**config.mk**
```make
export PLATFORM = sky130hd
export DESIGN_NAME = hdma_req_splitter_flat
export DESIGN_NICKNAME = d
export VERILOG_FILES = /design/src/rtl/hdma_req_splitter_pkg.sv /design/src/rtl/hdma_req_splitter_if.sv /design/src/rtl/hdma_req_splitter_done_queue.sv /design/src/rtl/hdma_req_splitter.sv /design/src/flat_wrapper.sv
export SDC_FILE = /design/constraint.sdc
export NUM_CORES = 1
export LEC_CHECK = 0
export CORE_MARGIN = 3
export CORE_UTILIZATION = 37
export DETAILED_ROUTE_END_ITERATION = 8
export GPL_ROUTABILITY_DRIVEN = 0
export PLACE_DENSITY = 0.58
export SYNTH_ARGS = -nofsm -noshare
export SYNTH_HDL_FRONTEND = slang
export SYNTH_SLANG_ARGS = --single-unit
export TNS_END_PERCENT = 5
```
**constraint.sdc**
```tcl
create_clock -name aclk -period 7.4 [get_ports aclk]
set_input_delay 1.48 -clock aclk [delete_from_list [all_inputs] [get_ports aclk]]
set_output_delay 1.48 -clock aclk [all_outputs]
set_load 0.05 [all_outputs]
```
**src/rtl/hdma_req_splitter_pkg.sv**
```systemverilog
// Shared types for the host-DMA request splitter: request/response
// structs, bus widths and the splitter FSM state encoding.
package hdma_req_splitter_pkg;

    localparam int PADDR_BITS = 48;
    localparam int LEN_BITS   = 28;

    typedef struct packed {
        logic [PADDR_BITS-1:0] paddr;
        logic [LEN_BITS-1:0]   len;
        logic                  last;
    } dma_req_t;

    typedef struct packed {
        logic done;
    } dma_rsp_t;

    typedef enum logic {
        ST_IDLE  = 1'b0,
        ST_ISSUE = 1'b1
    } hdma_split_state_t;

    function automatic logic [LEN_BITS:0] min_len(input logic [LEN_BITS:0] a,
                                                  input logic [LEN_BITS:0] b);
        return (a < b) ? a : b;
    endfunction

endpackage

```
**src/rtl/hdma_req_splitter_if.sv**
```systemverilog
// DMA request channel: valid/ready request handshake plus a completion
// pulse travelling in the opposite direction.
interface dmaIntf;
    import hdma_req_splitter_pkg::*;

    logic     valid;
    logic     ready;
    dma_req_t req;
    dma_rsp_t rsp;

    modport m (output valid, req, input ready, rsp);
    modport s (input valid, req, output ready, rsp);

endinterface

```
**src/rtl/hdma_req_splitter_done_queue.sv**
```systemverilog
// 1-bit in-order FIFO tracking issued chunks; each entry marks whether the
// chunk was the final one of its original request.
module hdma_done_queue #(
    parameter int DEPTH = 8,
    localparam int AW   = $clog2(DEPTH)
) (
    input  logic        gclk,
    input  logic        grst_n,
    input  logic        push,
    input  logic        din,
    input  logic        pop,
    output logic        dout,
    output logic        full,
    output logic        empty,
    output logic [AW:0] count
);

    logic [DEPTH-1:0] mem;
    logic [AW-1:0]    wr_ptr, rd_ptr;
    logic [AW:0]      cnt;
    logic             do_push, do_pop;

    assign full    = (cnt == (AW+1)'(DEPTH));
    assign empty   = (cnt == '0);
    assign count   = cnt;
    assign dout    = mem[rd_ptr];
    assign do_push = push & ~full;
    assign do_pop  = pop & ~empty;

    always_ff @(posedge gclk or negedge grst_n) begin
        if (!grst_n) begin
            mem    <= '0;
            wr_ptr <= '0;
            rd_ptr <= '0;
            cnt    <= '0;
        end else begin
            if (do_push) begin
                mem[wr_ptr] <= din;
                wr_ptr      <= wr_ptr + 1'b1;
            end
            if (do_pop)
                rd_ptr <= rd_ptr + 1'b1;
            case ({do_push, do_pop})
                2'b10:   cnt <= cnt + 1'b1;
                2'b01:   cnt <= cnt - 1'b1;
                default: cnt <= cnt;
            endcase
        end
    end

endmodule

```
**src/rtl/hdma_req_splitter.sv**
```systemverilog
// Splits host DMA requests into boundary-aligned XDMA chunks, limits the
// chunks in flight and merges chunk completions into one per request.
module hdma_req_splitter
    import hdma_req_splitter_pkg::*;
#(
    parameter int CHUNK_BITS    = 12,
    parameter int N_OUTSTANDING = 8
) (
    input  logic        aclk,
    input  logic        aresetn,
    dmaIntf.s           s_req,
    dmaIntf.m           m_req,
    output logic        busy,
    output logic        err_spurious,
    output logic [31:0] stat_chunks
);

    localparam int CW = $clog2(N_OUTSTANDING) + 1;
    localparam logic [LEN_BITS:0] CHUNK_MAX = (LEN_BITS+1)'(1) << CHUNK_BITS;

    hdma_split_state_t state_q, state_d;

    logic [PADDR_BITS-1:0] addr_q;
    logic [LEN_BITS-1:0]   rem_q;
    logic                  last_q;
    logic                  rdy_en_q;
    logic                  done_q;
    logic                  err_q;
    logic [31:0]           stat_q;

    logic [LEN_BITS:0]     to_bound, rem_ext, clen;
    logic                  is_final, accept, chunk_hs, credit_ok;
    logic                  q_dout, q_full, q_empty;
    logic [CW-1:0]         q_count;

    // Full 29-bit math: the distance to the boundary can be exactly 2^CHUNK_BITS.
    assign to_bound = CHUNK_MAX - (LEN_BITS+1)'(addr_q[CHUNK_BITS-1:0]);
    assign rem_ext  = {1'b0, rem_q};
    assign clen     = min_len(rem_ext, to_bound);
    assign is_final = (rem_ext == clen);

    // Credit is taken from the registered occupancy, so a pop never frees a
    // slot within the same cycle and valid never has to retract.
    assign credit_ok = ~q_full;

    assign s_req.ready = rdy_en_q & (state_q == ST_IDLE);
    assign s_req.rsp   = '{done: done_q};
    assign m_req.valid = (state_q == ST_ISSUE) & credit_ok;
    assign m_req.req   = '{paddr: addr_q,
                           len:   clen[LEN_BITS-1:0],
                           last:  last_q & is_final};

    assign accept   = s_req.valid & s_req.ready;
    assign chunk_hs = m_req.valid & m_req.ready;

    assign busy         = (state_q != ST_IDLE) | (q_count != '0);
    assign err_spurious = err_q;
    assign stat_chunks  = stat_q;

    always_ff @(posedge aclk or negedge aresetn) begin
        if (!aresetn)
            state_q <= ST_IDLE;
        else
            state_q <= state_d;
    end

    always_comb begin
        state_d = state_q;
        case (state_q)
            ST_IDLE:  if (accept) state_d = ST_ISSUE;
            ST_ISSUE: if (chunk_hs && is_final) state_d = ST_IDLE;
            default:  state_d = ST_IDLE;
        endcase
    end

    always_ff @(posedge aclk or negedge aresetn) begin
        if (!aresetn) begin
            addr_q   <= '0;
            rem_q    <= '0;
            last_q   <= 1'b0;
            rdy_en_q <= 1'b0;
            done_q   <= 1'b0;
            err_q    <= 1'b0;
            stat_q   <= '0;
        end else begin
            rdy_en_q <= 1'b1;
            if (accept) begin
                addr_q <= s_req.req.paddr;
                rem_q  <= s_req.req.len;
                last_q <= s_req.req.last;
            end else if (chunk_hs) begin
                addr_q <= addr_q + PADDR_BITS'(clen);
                rem_q  <= rem_q - clen[LEN_BITS-1:0];
            end
            done_q <= m_req.rsp.done & ~q_empty & q_dout;
            err_q  <= err_q | (m_req.rsp.done & q_empty);
            stat_q <= stat_q + 32'(chunk_hs);
        end
    end

    hdma_done_queue #(.DEPTH(N_OUTSTANDING)) u_done_q (
        .gclk   (aclk),
        .grst_n (aresetn),
        .push   (chunk_hs),
        .din    (is_final),
        .pop    (m_req.rsp.done),
        .dout   (q_dout),
        .full   (q_full),
        .empty  (q_empty),
        .count  (q_count)
    );

endmodule

```
**src/flat_wrapper.sv**
```systemverilog
// flat-port wrapper written by rule: the top's interface ports become plain ports
module hdma_req_splitter_flat import hdma_req_splitter_pkg::*;
#(
    parameter int CHUNK_BITS    = 12,
    parameter int N_OUTSTANDING = 8
)
  (aclk, aresetn, busy, err_spurious, stat_chunks, s_req_valid, s_req_req, s_req_ready, s_req_rsp, m_req_valid, m_req_req, m_req_ready, m_req_rsp);
  dmaIntf s_req_i ();
  dmaIntf m_req_i ();
  input  logic aclk;
  input  logic aresetn;
  output logic busy;
  output logic err_spurious;
  output logic [31:0] stat_chunks;
  input wire logic [$bits(s_req_i.valid)-1:0] s_req_valid;
  input wire logic [$bits(s_req_i.req)-1:0] s_req_req;
  output wire logic [$bits(s_req_i.ready)-1:0] s_req_ready;
  output wire logic [$bits(s_req_i.rsp)-1:0] s_req_rsp;
  output wire logic [$bits(m_req_i.valid)-1:0] m_req_valid;
  output wire logic [$bits(m_req_i.req)-1:0] m_req_req;
  input wire logic [$bits(m_req_i.ready)-1:0] m_req_ready;
  input wire logic [$bits(m_req_i.rsp)-1:0] m_req_rsp;
  assign s_req_i.valid = s_req_valid;
  assign s_req_i.req = s_req_req;
  assign s_req_ready = s_req_i.ready;
  assign s_req_rsp = s_req_i.rsp;
  assign m_req_valid = m_req_i.valid;
  assign m_req_req = m_req_i.req;
  assign m_req_i.ready = m_req_ready;
  assign m_req_i.rsp = m_req_rsp;
  hdma_req_splitter #(.CHUNK_BITS(CHUNK_BITS), .N_OUTSTANDING(N_OUTSTANDING)) u_core (.aclk(aclk), .aresetn(aresetn), .s_req(s_req_i), .m_req(m_req_i), .busy(busy), .err_spurious(err_spurious), .stat_chunks(stat_chunks));
endmodule
```
==> impl_metrics.ini, run 1 <==
[sta]
setup_viol = 0
min_period_ps = 6880
finClkSkew_ps = 12.2
maxSlewHeadroom_pct = 46.5
drv_slew = 0
max_freq_mhz = 145
grt_setup_unrepaired = no
tns_ps = 0
finalCritPeriodShare_pct = 93.0
worstMarginPinSlew_ps = 799
finalHoldViolCount = 0
whs_ps = 456

[critical_path]
max_stage_delay_ps = 540
cp-start-kind = flip-flop
worst-path-buf-inv = 5
cp.arrival_ps = 5400
critPathSlowestCell = or4_1
r2r_end = u_core.rem_q[20]
r2r_start = u_core.addr_q[0]
path_cells = inv_1, ha_1, inv_1, or4_1, nor3_1, inv_1, ha_1, and3_1, a2111oi_0, nand2_1, a31oi_1, o21a_1, buf_4, mux2i_1, ha_1, nand2_1, nor3_2, nand3_2, nor2_2, buf_12
reg2reg_depth = 26
crit_path_max_fanout = 14
required_ps = 5920
rrSetupSlack_ps = 770
crit_type = reg -> out
cpLargestDelayFamily = simple AND/OR/NAND/NOR gates
critPathLaunch = u_core.addr_q[0]
crit_path_end_kind = primary output

[logic_synthesis]
yosysSeqAreaShare_pct = 36.1
ys_types = 68
synth_area_leaders = dfrtp_1 (36%), ha_1 (8.5%), xnor2_1 (6.5%)
synth_edf_count = 0
async_flop_share_pct = 100
ys_warn_count = 0
ys_ff_latch = 131
synth.avg_cell_area_um2 = 8.86
synth_ff_type = dfrtp_1
syn-instance-count = 1025
yosysTopAreaCell = dfrtp_1
netlist.area_leader.share_pct = 36.1
syn-cell-area_um2 = 9080

[worst_hold_path]
holdCritPathClass = reg -> reg
min_path_cells = 1
min_to = u_core.err_spurious
worstHoldStart = u_core.err_spurious

[power]
p_leak_uw = 0.00507
p_per_area_nw_per_um2 = 502
peakVddDrop_v = 0.000312
total_power_uw = 5970

[drt]
first_pass_iters = 5
post-route-drc-count = 0
num_vias = 8082
ant_nets = 0
wl_um = 25000
avgViaCountPerCell = 5.23
wl_per_cell_um = 16.2
drt_first_iter_violations = 429

[floorplan]
die_w_um = 163
die_area_um2 = 26500
initial_core_util_pct = 38.1
die_h_um = 163
io_pins = 196
core_area_um2 = 23800
rows = 56

[clock_tree]
cts_setup_buffers = 0
cts_root_buf = clkbuf_16
post_cts_resized = 0
cts_tree = built
path_clk_slew_ps = 60
worstSkewPairLatency_ps = 430
cts_buffer_depth = 2
numCtsBuffers = 17
clock-sinks = 131
ctsHtreeMaxLevel = 4
holdBufCountCts = 0

[final_layout]
layout-drive-gt1-share_pct = 6.54
area_growth_syn_to_layout_pct = 31.0
finish.utilization_pct = 49.9
fillers = 2288
regArea_um2 = 3280
stdcell_count = 1544
multiInputGateArea_um2 = 5500
fin_nets = 1359

[global_routing]
grt_overflow = 0
grt_use_total_pct = 19.1
grt_pass1_wl_um = 40900
antenna_found_initial = 1
grt_pass1_vias = 7853
grt_max_degree = 76

[placed_design]
place_inst = 1512
portBuffers = 180
dp_hpwl_um = 18300

[run]
maxCapViolCount = 0

[run_status]
status = completed
## cell usage in the layout (no fill, tap or decap), types with 8 or more instances in the layout
cell type / netlist / final
a21oi_1: 73 / 73
buf_4: 18 / 11
a31oi_1: 19 / 19
ha_1: 62 / 61
nor3_1: 19 / 17
nor2_1: 65 / 64
inv_1: 47 / 46
mux2i_1: 18 / 17
o31ai_1: 12 / 12
clkbuf_16: 0 / 17
a21o_1: 21 / 21
and3_1: 22 / 22
nand3_1: 38 / 37
nand4_1: 18 / 18
nand2b_1: 15 / 15
o22ai_1: 20 / 20
or3_1: 8 / 8
conb_1: 2 / 31
nand2_1: 116 / 115
o21bai_1: 8 / 8
o21ai_0: 53 / 53
xnor2_1: 67 / 67
xor2_1: 33 / 33
clkdlybuf4s50_1: 0 / 178
mux2_2: 8 / 8
dfrtp_1: 131 / 131
## cell usage after synthesis (all sizes together) (20+ instances only)
master,count
dfrtp,131
a21o,21
clkbuf,28
nand3,38
o22ai,20
xnor2,67
buf,24
a21oi,74
o21ai,58
nor2,65
xor2,33
inv,47
nand2,116
ha,62
and3,22
## how the worst max path moves through the flow
stage | to | slack [ps] | depth (start not counted)
final | m_req_req[0] | 520 | 20
after global routing | u_core.rem_q[20] | 50 | 26
after CTS | m_req_req[0] | 120 | 19
after detailed placement | m_req_req[0] | 630 | 20
after global placement | u_core.rem_q[20] | 650 | 26
after floorplan | m_req_req[0] | 300 | 20
## where the power goes
part / switching [µW] / total (µW) / internal [µW] / leakage (µW)
sequential: 328 / 1310 / 977 / 0.00159
clock: 354 / 944 / 589 / 0.000314
combinational: 2250 / 3720 / 1470 / 0.00317
## layer usage
| metal | track usage (%) | share of wire (%) | wire length (µm) | vias to the layer above |
|---|---|---|---|---|
| met4 | 4.19 | 1.3 | 320 | 0 |
| met5 | 0 | 0 | 0 | - |
| li1 | - | - | - | 4016 |
| met3 | 3.97 | 4.5 | 1120 | 19 |
| met2 | 30.3 | 46 | 11500 | 183 |
| met1 | 26.9 | 48 | 12100 | 3864 |
## logic make-up after synthesis
group,Yosys count,synth area share [%]
simple gates,337,17.9
compound gates,258,18.1
xor+xnor,100,9.64
mux,33,4.09
flops,131,36.1
other cells,2,0.0827
buf+inv,99,4.92
fa+ha+maj,65,9.20
## metrics by stage
step	cell area [µm²]	setup WS (ps)
final	11900	517
after global routing	11900	49.1
after CTS	11900	119
after detailed placement	11200	628
after global placement	11200	652
after floorplan	9200	298
## state kept, by name (all words and copies together) (netlist names)
signal / cells
u_core.last_q: 1
u_core.u_done_q.wr_ptr: 3
u_core.rem_q: 28
u_core.addr_q: 48
u_core.state_q: 1
u_core.s_req.rsp: 1
u_core.stat_chunks: 32
u_core.rdy_en_q: 1
u_core.u_done_q.count: 4
u_core.u_done_q.mem: 8
u_core.u_done_q.rd_ptr: 3
u_core.err_spurious: 1
## worst reg2reg max path: stages (launching register included)
cell and delay [ps]:
dfrtp_1 470, inv_1 150, ha_1 200, inv_1 80, or4_1 540, nor3_1 360, inv_1 90, ha_1 290
and3_1 210, a2111oi_0 400, nand2_1 110, a31oi_1 170, o21a_1 230, buf_4 260, mux2i_2 320, ha_1 240
inv_1 60, fa_1 410, a21oi_1 200, o21ai_0 110, a21oi_1 230, o21bai_1 110, a21oi_1 210, o21ai_1 200
a2111oi_0 580, xnor2_1 180, o21ai_0 90
## area by class of cell
cell class | count | share of cell area [%]
Clock buffer | 19 | 3.81
Multi-Input combinational cell | 824 | 46.2
Timing Repair Buffer | 191 | 15.9
Antenna cell | 1 | 0.0210
Tap cell | 319 | 3.35
Sequential cell | 131 | 27.5
Clock inverter | 12 | 1.61
Inverter | 47 | 1.48
(Power assumes the default switching activity.)
==> run 2: changes to the inputs <==
--- a/config.mk
+++ b/config.mk
@@ -5,6 +5,8 @@
 export SDC_FILE = /design/constraint.sdc
 export NUM_CORES = 1
 export LEC_CHECK = 0
+export ABC_AREA = 1
+export CORE_ASPECT_RATIO = 0.7
 export CORE_MARGIN = 3
 export CORE_UTILIZATION = 37
 export DETAILED_ROUTE_END_ITERATION = 8
==> constraint.sdc (replaced) <==
create_clock -name aclk -period 6.05 [get_ports aclk]
set_input_delay 1.21 -clock aclk [delete_from_list [all_inputs] [get_ports aclk]]
set_output_delay 1.21 -clock aclk [all_outputs]
set_load 0.05 [all_outputs]
==> run 2 against run 1 <==
The run now ends with setup timing left. Die area grew 26%. Global-route usage rose by 4.2 points. Setup slack worse by 580 ps. Clock power increased by 10%. Cell count is 58% higher. Via count grew 49%. Total power increased by 46%. First-iteration DRC count rose to 2.6 times the previous value. Critical path type unchanged.
==> impl_metrics.ini, run 2 <==
[sta]
setup_viol = 1
maxSlewHeadroom_pct = 30.4
finalHoldViolCount = 0
worst_slack_ps = -62.2
finalCritPeriodShare_pct = 101
worstMarginPinSlew_ps = 1040
grt_setup_unrepaired = yes
finClkSkew_ps = 11.2
min_period_ps = 6110
max_freq_mhz = 164
whs_ps = 478
drv_slew = 0

[clock_tree]
cts_root_buf = clkbuf_16
cts_buffer_depth = 2
holdBufCountCts = 0
worstSkewPairLatency_ps = 450
ctsHtreeMaxLevel = 4
path_clk_slew_ps = 60
numCtsBuffers = 17
cts_tree = built
clock-sinks = 131

[logic_synthesis]
synth_ff_type = dfrtp_1
yosysSeqAreaShare_pct = 28.5
yosys.area_share.simple_pct = 37.7
synth_compound_area_share_pct = 9.47
ys_warn_count = 0
syn-cell-area_um2 = 11500
yosysMostFrequentCell = nand2_1
ys_types = 52
ys_ff_latch = 131
synthAdderAreaFrac_pct = 7.27
synth_area_leaders = dfrtp_1 (29%), nand2_1 (21%), inv_1 (9.0%)
yosysTopAreaCell = dfrtp_1
yosys-top-cells-count = nand2_1 (648), inv_1 (275), dfrtp_1 (131), nor2_1 (131), nand3_1 (130)
muxShareOfSynthArea_pct = 0
synth_top_family_by_area = simple AND/OR/NAND/NOR gates
syn-instance-count = 1798
synth.avg_cell_area_um2 = 6.39
netlist.area_leader.share_pct = 28.5
async_flop_share_pct = 100
synth_xor_xnor_area_share_pct = 5.08
synth_edf_count = 0

[power]
clockPowerShare_pct = 11.9
p_sw_uw = 4920
peakVddDrop_v = 0.000309
p_leak_uw = 0.00759
internal_power_uw = 3810
p_sw_share_pct = 56.4
pwr-share-comb_pct = 69.2
power_frac_seq_pct = 18.9
p_per_area_nw_per_um2 = 594

[critical_path]
critPathSlowestCell = dfrtp_1
cp-start-kind = flip-flop
crit_type = reg -> out
worst_path_most_repeated_cell = nand3_2
rrSetupSlack_ps = 790
required_ps = 4840
path_cells = buf_4, nor3_4, nand3_2, nor3_4, nand3_2, nor2_4, xor2_2, ha_1, nand2_2, nor2_1, nor4_4, buf_4, nand3_4, o21ai_2, inv_1, ha_4, nand4_1, nor2_2, nand3_2, nor4_2, and3_4, buf_12
crit_path_max_fanout = 7
cp.arrival_ps = 4900
crit_path_end_kind = primary output
max_stage_delay_ps = 380
reg2reg_depth = 30

[worst_hold_path]
min_path_cells = 1
holdCritPathClass = reg -> reg

[run]
maxCapViolCount = 0

[drt]
ant_nets = 0
num_vias = 12100
first_pass_iters = 6
wl_um = 39300
wl_per_cell_um = 16.1
avgViaCountPerCell = 4.95
post-route-drc-count = 0
drt_first_iter_violations = 1114

[floorplan]
core_area_um2 = 30300
die_w_um = 217
die_h_um = 153
initial_core_util_pct = 37.9
io_pins = 196
rows = 53
die_area_um2 = 33300

[global_routing]
grt_overflow = 0
grt_pass1_wl_um = 61000
antenna_found_initial = 0
grt_pass1_vias = 10800
grt_use_total_pct = 23.3
grt_max_degree = 84

[final_layout]
final_cell_mix = nand2_1 (641), inv_1 (275), clkdlybuf4s50_1 (178), dfrtp_1 (131), nor2_1 (129)
stdcell_count = 2437
n_antenna_cell = 0
layout-drive-gt1-share_pct = 7.70
layout_commonest_cell = nand2_1
area_growth_syn_to_layout_pct = 27.8
largest-register = u_core.addr_q
largest_reg_flops = 48
fin_nets = 2159

[placed_design]
dp_hpwl_um = 30300
place_inst = 2386
portBuffers = 180

[run_status]
violations = setup timing
status = finished, violations left
[run 2: cell types whose count changed after synthesis, moves of 15 or more]
cell      before  now
mux2i_1       18    0
nor2_1        65  131
nand2_1      116  648
a21oi_1       73   50
inv_2          0   20
nand3_1       38  130
and3_1        22    1
xnor2_1       67   20
inv_1         47  275
nand2b_1      15    0
[run 2: metal layers]
| metal | track usage (%) | share of wire, % |
|---|---|---|
| met5 | 0 | 0 |
| met1 | 37.7 | 52 |
| met2 | 31.1 | 39 |
| met4 | 4.65 | 1.3 |
| met3 | 4.97 | 7.5 |
[run 2: kinds of logic after synthesis]
logic type               after synthesis
AO/OA/AOI/OAI                        182
XOR/XNOR                              65
adder cells (fa/ha/maj)               65
buffers and inverters                342
flip-flops                           131
other                                  2
AND/OR/NAND/NOR                     1011
[run 2: layout make-up]
cell class	count	area [µm²]
Clock buffer	19	433
Sequential cell	131	3280
Tap cell	412	515
Timing Repair Buffer	209	2030
Multi-Input combinational cell	1356	7200
Clock inverter	13	125
Fill cell	3155	15600
Inverter	297	1110
[run 2: repair_timing]
item,4_1_cts,5_1_grt
pin swaps,7,22
gates resized for setup,7,27
buffers inserted,7,10
setup endpoints to repair,1,1
cloned,2,0
[run 2: final timing paths]
path                                   startpoint                        end
min reg2reg                u_core.stat_chunks[31]     u_core.stat_chunks[31]
min in group asynchronous                 aresetn  u_core.u_done_q.rd_ptr[2]
min                        u_core.stat_chunks[31]     u_core.stat_chunks[31]
max in group asynchronous                 aresetn      u_core.stat_chunks[9]
max                              u_core.addr_q[0]               m_req_req[0]
max reg2reg                      u_core.addr_q[0]          u_core.addr_q[36]
[run 2: critical path: cells and delay by family (launching register included)]
kind,cells,cell delay (ps)
adders and majority gates,2,560
DFF,1,380
AOI/OAI and AO/OA,1,180
xor gates and xnor gates,1,160
buffers and inverters,4,580
and+or+nand+nor,14,2580
[run 2: through the flow]
step / setup slack [ps] / power, µW / cell area (µm²) / TNS, ps / utilization, %
after CTS: 15.8 / 8450 / 14500 / 0 / 47.7
after global routing: -258 / 9440 / 14700 / -258 / 48.5
final: -62.2 / 8720 / 14700 / -62.2 / 48.5
after floorplan: 43.9 / 5590 / 11600 / 0 / -
after global placement: 287 / 7270 / 13800 / 0 / 45.5
after detailed placement: 181 / 7310 / 13800 / 0 / 45.5
[run 2: power by group through the flow]
stage / sequential, µW / clock [µW] / combinational [µW]
after CTS: 1630 / 1060 / 5760
after global routing: 1700 / 1090 / 6650
after global placement: 1630 / 0 / 5640
after floorplan: 2140 / 0 / 3450
final: 1650 / 1040 / 6040
after detailed placement: 1640 / 0 / 5670
==> run 3: changes to the inputs <==
--- a/config.mk
+++ b/config.mk
@@ -12,6 +12,7 @@
 export DETAILED_ROUTE_END_ITERATION = 8
 export GPL_ROUTABILITY_DRIVEN = 0
 export PLACE_DENSITY = 0.58
+export SETUP_SLACK_MARGIN = 0.4
 export SYNTH_ARGS = -nofsm -noshare
 export SYNTH_HDL_FRONTEND = slang
 export SYNTH_SLANG_ARGS = --single-unit
==> run 3 against run 2 <==
The run still ends with setup timing left. Combinational power up 2%. Die area unchanged. Count of clock-buffer cells in the layout down 2. Via count up 0.47%. Critical path depth up 4. First-iteration DRC count down 0.54%. Largest power group unchanged. Wire length up 1.7%. Sequential share of layout area down 0.38 points. Total power up 1.2%. Highest routed layer unchanged. Sequential power about the same. Critical endpoint unchanged.
==> impl_metrics.ini, run 3 (same netlist as run 2, synthesis figures left out) <==
[run_status]
status = finished, violations left
violations = setup timing

[critical_path]
crit_path_max_fanout = 7
crit_path_end_kind = primary output
rrSetupSlack_ps = 810
worst-path-buf-inv = 6
r2r_start = u_core.addr_q[1]
reg2reg_depth = 36
critPathLaunch = u_core.addr_q[1]
crit_type = reg -> out
max_stage_delay_ps = 420
required_ps = 4840
crit_end = m_req_req[0]
cp.arrival_ps = 5000
cp.depth = 26
r2r_end = u_core.addr_q[45]
cpLargestDelayFamily = simple AND/OR/NAND/NOR gates
cp-start-kind = flip-flop
critPathSlowestCell = dfrtp_1

[clock_tree]
numCtsBuffers = 17
holdBufCountCts = 0
cts_buffer_depth = 2
ctsHtreeMaxLevel = 4
cts_root_buf = clkbuf_16
cts_tree = built
path_clk_slew_ps = 70
worstSkewPairLatency_ps = 460
clock-sinks = 131

[floorplan]
rows = 53
core_area_um2 = 30300
initial_core_util_pct = 37.9
die_area_um2 = 33300
io_pins = 196
die_w_um = 217
die_h_um = 153

[drt]
post-route-drc-count = 0
drt_first_iter_violations = 1108
first_pass_iters = 7
num_vias = 12100
wl_um = 40000
wl_per_cell_um = 16.3
ant_nets = 0
avgViaCountPerCell = 4.94

[sta]
drv_slew = 0
whs_ps = 486
finalCritPeriodShare_pct = 103
finClkSkew_ps = 11.1
min_period_ps = 6210
worstMarginPinSlew_ps = 964
tns_ps = -158
max_freq_mhz = 161
worst_slack_ps = -158
maxSlewHeadroom_pct = 35.8
finalHoldViolCount = 0
setup_viol = 1
grt_setup_unrepaired = yes

[placed_design]
dp_hpwl_um = 30800
portBuffers = 180
dpl_cell_area_um2 = 13900

[final_layout]
fin_area_um2 = 14900
largest-register = u_core.addr_q
layout-drive-gt1-share_pct = 8.86
largest_reg_flops = 48
fin_nets = 2176
layout_commonest_cell = nand2_1
final_cell_mix = nand2_1 (641), inv_1 (273), clkdlybuf4s50_1 (167), dfrtp_1 (131), nor2_1 (128)
area_growth_syn_to_layout_pct = 30.0

[global_routing]
grt_max_degree = 98
grt_pass1_wl_um = 62700
grt_pass1_vias = 11100
antenna_found_initial = 0
grt_overflow = 0
grt_use_total_pct = 24.0

[power]
p_per_area_nw_per_um2 = 590
peakVddDrop_v = 0.000267
p_leak_uw = 0.00781

[worst_hold_path]
holdCritPathClass = reg -> reg

[run]
maxCapViolCount = 0
[run 3: changes by cell type in the layout (fill, tap and decap cells not counted), sizes merged]
cell / before / now
diode: 0 / 1
dlygate4sd2: 0 / 2
clkinv: 3 / 6
clkdlybuf4s50: 178 / 167
inv: 301 / 304
dlymetal6s2s: 0 / 8
clkbuf: 19 / 18
buf: 31 / 50
nand3: 141 / 139
clkinvlp: 5 / 2
bufinv: 1 / 0
[run 3: repair_timing]
item,4_1_cts,5_1_grt
setup endpoints to repair,1,19
resized for setup,29,23
cloned,2,0
setup buffers,23,5
pin swaps,14,12
[run 3: worst register-to-register path: cells and delay by family (launching register included)]
family	cells	cell delay, ps
simple gates	16	2110
buf+inv	16	1920
fa+ha+maj	2	470
flops	1	420
compound gates	2	220
[run 3: power breakdown]
part | switching [µW] | internal (µW) | leakage, µW | total, µW
clock | 480 | 542 | 0.000274 | 1020
sequential | 471 | 1190 | 0.00162 | 1660
combinational | 4060 | 2080 | 0.00591 | 6140
[run 3: cell type report]
| cell class | instances | area (µm²) |
|---|---|---|
| Fill cell | 3129 | 15400 |
| Timing Repair Buffer | 228 | 2260 |
| Multi-Input combinational cell | 1354 | 7210 |
| Clock buffer | 17 | 425 |
| Antenna cell | 1 | 2.50 |
| Inverter | 297 | 1110 |
| Sequential cell | 131 | 3280 |
| Clock inverter | 15 | 140 |
| Tap cell | 412 | 515 |
[run 3: worst min-delay path by stage]
stage                  start       endpoint  slack [ps]  cells after the start
2_1_floorplan  u_core.last_q  u_core.last_q         440                      2
3_3_place_gp   u_core.last_q  u_core.last_q         460                      2
3_5_place_dp   u_core.last_q  u_core.last_q         470                      2
4_1_cts        u_core.last_q  u_core.last_q         500                      2
5_1_grt        u_core.last_q  u_core.last_q         510                      2
6_report       u_core.last_q  u_core.last_q         490                      2
[run 3: routing by layer]
layer	vias up	routed length, µm	share of wire, %	GRT usage (%)
li1	6107	-	-	-
met1	5569	20800	52	38.3
met2	416	15800	40	32.8
met3	38	2650	6.6	4.03
met4	0	718	1.8	6.25
met5	-	0	0	0
[run 3: stage by stage]
step / total power [µW] / util, % / setup slack, ps / instances
floorplan: 5620 / - / 402 / 1827
global placement: 7380 / 45.8 / 428 / 2392
detailed placement: 7430 / 45.8 / 323 / 2392
CTS: 8650 / 48.9 / -107 / 2449
global route: 9530 / 49.3 / -453 / 2454
finish: 8830 / 49.3 / -158 / 2455
